File: src/rtl/irq_request_latch.sv
// Request latch ahead of the 8-to-3 priority encoder: sticky pending bits, mask, ack-clear, overflow.
// Define IRQ_REQ_SYNC_EN to pass req_in through a 2-flop synchroniser per line.
module irq_request_latch #(
  parameter int unsigned N     = 8,
  parameter int unsigned IDX_W = 3
) (
  input  logic             clk,
  input  logic             rst,
  input  logic [N-1:0]     req_in,
  input  logic [N-1:0]     mask,
  input  logic             edge_mode,
  input  logic             glb_en,
  input  logic             ack,
  input  logic [IDX_W-1:0] ack_idx,
  output logic [N-1:0]     pend,
  output logic             enc_en,
  output logic             irq,
  output logic [N-1:0]     ovf
);

  localparam logic [N-1:0] OneHot0 = {{(N-1){1'b0}}, 1'b1};

  logic [N-1:0] req_s;
  logic [N-1:0] req_prev_q;
  logic [N-1:0] pend_q, pend_d;
  logic [N-1:0] ovf_q, ovf_d;
  logic [N-1:0] set_vec;
  logic [N-1:0] clr_vec;
  logic [N-1:0] ovf_set;

`ifdef IRQ_REQ_SYNC_EN
  logic [N-1:0] sync1_q, sync2_q;

  always_ff @(posedge clk or posedge rst) begin
    if (rst) begin
      sync1_q <= '0;
      sync2_q <= '0;
    end else begin
      sync1_q <= req_in;
      sync2_q <= sync1_q;
    end
  end

  assign req_s = sync2_q;
`else
  assign req_s = req_in;
`endif

  always_comb begin
    set_vec = edge_mode ? (req_s & ~req_prev_q) : req_s;
    // Indices >= N shift out of the vector, so out-of-range acks clear nothing.
    clr_vec = ack ? (OneHot0 << ack_idx) : '0;
    // Set wins over a same-cycle clear, so a fresh request is never lost.
    pend_d  = set_vec | (pend_q & ~clr_vec);
    ovf_set = edge_mode ? (set_vec & pend_q & ~clr_vec) : '0;
    ovf_d   = ovf_set | (ovf_q & ~clr_vec);
  end

  always_ff @(posedge clk or posedge rst) begin
    if (rst) begin
      req_prev_q <= '0;
      pend_q     <= '0;
      ovf_q      <= '0;
    end else begin
      req_prev_q <= req_s;
      pend_q     <= pend_d;
      ovf_q      <= ovf_d;
    end
  end

  assign pend   = pend_q & ~mask;
  assign enc_en = glb_en;
  assign irq    = glb_en & (|pend);
  assign ovf    = ovf_q;

endmodule

File: config.mk
export PLATFORM = sky130hd
export DESIGN_NAME = irq_request_latch
export DESIGN_NICKNAME = d
export VERILOG_FILES = /design/src/rtl/irq_request_latch.sv
export SDC_FILE = /design/constraint.sdc
export NUM_CORES = 1
export LEC_CHECK = 0
export ABC_AREA = 1
export CAP_MARGIN = 40
export CORE_MARGIN = 5
export CORE_UTILIZATION = 35
export DETAILED_ROUTE_END_ITERATION = 10
export GPL_ROUTABILITY_DRIVEN = 0
export GPL_TIMING_DRIVEN = 0
export PLACE_DENSITY = 0.64
export SYNTH_ARGS = -nofsm -noshare
export SYNTH_HDL_FRONTEND = slang
export SYNTH_SLANG_ARGS = --single-unit
File: constraint.sdc
create_clock -name clk -period 1.7 [get_ports clk]
set_input_delay 0.34 -clock clk [delete_from_list [all_inputs] [get_ports clk]]
set_output_delay 0.34 -clock clk [all_outputs]
set_load 0.01 [all_outputs]
==> results.sh <==
export IMPL_grt_usage_pct=12.9
export IMPL_cp_slowest_cell="clkdlybuf4s50_1"
export IMPL_fin_crit_sh_pct=96.1
export IMPL_synth_top_family_by_area="simple AND/OR/NAND/NOR gates"
export IMPL_routed_wl_um=2520
export IMPL_status="completed"
export IMPL_cpPeakStageDelay_ns=0.46
export IMPL_pre_cts_ws_ns=-0.311
export IMPL_wl_per_cell_um=11.8
export IMPL_design_core_area_um2=3000
export IMPL_ios=42
export IMPL_maxCapViolations=0
export IMPL_final_net_count=205
export IMPL_reg2reg_setup_slack_ns=0.83
export IMPL_end_kind="output pin"
export IMPL_worst_slack_ns=0.0655
export IMPL_r2r_end="ovf[1]$_DFF_PP0_"
export IMPL_path_class="in2out"
export IMPL_h_tree_depth=1
export IMPL_rsz0062_at_grt="false"
export IMPL_synth_seq_cells=24
export IMPL_multiInputGateArea_um2=338
export IMPL_dr_total_vias=949
export IMPL_die_h_um=65.4
export IMPL_ir_drop_v=0.000352
export IMPL_r2r_cells=3
export IMPL_grt_start_max_net_pins=19
export IMPL_total_power_mw=1.27
export IMPL_postRouteAntennaNets=0
export IMPL_whs_ns=0.281
export IMPL_syn_num_nets=158
export IMPL_place_inst=209
export IMPL_regToRegStartpoint="req_prev_q[1]$_DFF_PP0_"
export IMPL_muxShareOfSynthArea_pct=0
export IMPL_fin_crit_ns=1.63
export IMPL_worstPathArrival_ns=1.29
export IMPL_finClkSkew_ns=0.00202
export IMPL_antenna_found_initial=0
export IMPL_drt_pass1_iterations=4
export IMPL_synth_area_um2=1070
export IMPL_synth_compound_area_share_pct=10.4
export IMPL_drc_errors=0
export IMPL_syn_inst=134
export IMPL_grt_pass1_vias=974
export IMPL_synth_fa_ha_area_share_pct=0
export IMPL_cts_path_max_buffers=2
export IMPL_max_freq_mhz=612
export IMPL_rows=20
export IMPL_relSlewSlack_pct=74.8
export IMPL_clkTransAtPathRegs_ns=0.13
export IMPL_hold_violations=0
export IMPL_crit_fanout=2
export IMPL_diodes=0
export IMPL_dieArea_um2=4280
export IMPL_syn_area_per_cell_um2=8.02
export IMPL_fillers=312
export IMPL_grt_pass1_wl_um=4220
export IMPL_leakage_nw=0.839
export IMPL_initial_utilization_pct=35.8
export IMPL_cts_tree="done"
export IMPL_layout_drive_gt1_share_pct=7.22
export IMPL_final_seq_area_um2=601
export IMPL_ys_warn_count=0
export IMPL_postCtsSetupBuffers=0
export IMPL_synth_simple_gate_area_share_pct=20.8
export IMPL_drt_iter0_markers=19
export IMPL_worst_slew_pin_slew_ns=0.377
export IMPL_powerDensity_nw_per_um2=806
export IMPL_setup_viol=0
export IMPL_synth_cell_types=14
export IMPL_finalNonFillerCells=213
export IMPL_crit_chain="clkdlybuf4s50_1, inv_1, nand2_2, nand2_1, nor2_1, a21oi_1, buf_2"
export IMPL_hold_class="in2async"
export IMPL_slew_violations=0
export IMPL_root_buffer="clkbuf_4"
export IMPL_critPathLaunchType="input port"
export IMPL_cts_inserted_buffers=3
export IMPL_die_w_um=65.4
export IMPL_clock_latency_ns=0.31
export IMPL_clkSinkCount=24
export IMPL_ys_seq_area_share_pct=55.9
export IMPL_cp_data_required_time_ns=1.36
export IMPL_port_buffers=41
export IMPL_detail_route_vias_per_cell=4.46
export IMPL_overflow=0
export IMPL_hpwlAfterDp_um=2100
export IMPL_synth_xor_area_share_pct=0
export IMPL_syn2layout_area_growth_pct=46.7
[layer usage]
metal  routed length (um)  global-route usage [%]
met5                    0                       0
met4                   53                    6.22
met3                  142                    1.71
met2                 1220                    22.8
met1                 1110                    15.4
[synth_stat cells]
cell | number | area (um^2)
nor2_2 | 1 | 6.26
a21boi_4 | 1 | 18.8
nor2_1 | 5 | 18.8
nand3_1 | 6 | 30.0
nand2_1 | 45 | 169
buf_4 | 1 | 7.51
inv_2 | 2 | 7.51
o21ai_0 | 8 | 40.0
dfrtp_1 | 24 | 601
o21ai_1 | 8 | 40.0
buf_6 | 1 | 11.3
a21oi_1 | 1 | 5.00
inv_1 | 30 | 113
a21boi_0 | 1 | 7.51
[cell families after synthesis]
group | Yosys count
DFF | 24
and+or+nand+nor | 57
buffers and inverters | 34
AOI/OAI and AO/OA | 19
[worst max path at each step]
| stage | start | endpoint | depth (start not counted) |
|---|---|---|---|
| 2_1_floorplan | mask[6] | irq | 5 |
| 3_3_place_gp | mask[6] | irq | 7 |
| 3_5_place_dp | mask[6] | irq | 7 |
| 4_1_cts | mask[1] | irq | 7 |
| 5_1_grt | mask[1] | irq | 7 |
| 6_report | mask[1] | irq | 7 |
[placed cells by master (no fill, tap or decap), drive strengths merged]
master / Yosys / routed
a21boi: 2 / 2
a21oi: 1 / 1
buf: 2 / 4
clkbuf: 0 / 4
clkdlybuf4s50: 0 / 31
dfrtp: 24 / 24
dlygate4sd2: 0 / 9
inv: 32 / 32
nand2: 45 / 45
nand3: 6 / 6
nor2: 6 / 6
o21ai: 16 / 16
[cell type report]
class	instances	area share (%)
inverters	32	7.62
plain buffers	2	1.19
multi-input cells	76	21.4
repair buffers	42	26.7
flip-flops and latches	24	38.1
clock buffers	4	2.30
well taps	33	2.62
[metrics by stage]
stage	util (%)	cell area [um^2]	setup TNS, ns
3_3_place_gp	50.8	1530	-0.832
3_5_place_dp	51.7	1550	-0.963
4_1_cts	52.4	1570	0
2_1_floorplan	-	1070	0
5_1_grt	52.5	1580	0
6_report	52.5	1580	0
[state kept, by name, indices dropped and copies added, names as in the netlist]
name and count:
pend_q 8, ovf 8, req_prev_q 8
[where the power goes]
group	internal, mW	leakage (nW)	switching (mW)	total, mW
combinational	0.175	0.563	0.143	0.319
clock	0.131	0.0210	0.164	0.295
sequential	0.627	0.255	0.0298	0.657
[worst max-delay path, delay by kind of cell]
kind / cells / cell delay [ns]
buf+inv: 3 / 0.64
simple gates: 3 / 0.24
compound gates: 1 / 0.07
[what timing repair did]
action | 4_1_cts | 5_1_grt
hold buffers | 0 | 0
setup endpoints to repair | 10 | 1
pin swaps | 1 | 1
resized for setup | 13 | 1
endpoints found under the hold margin | 0 | 0
No activity file was read; power rests on OpenSTA's default activity.
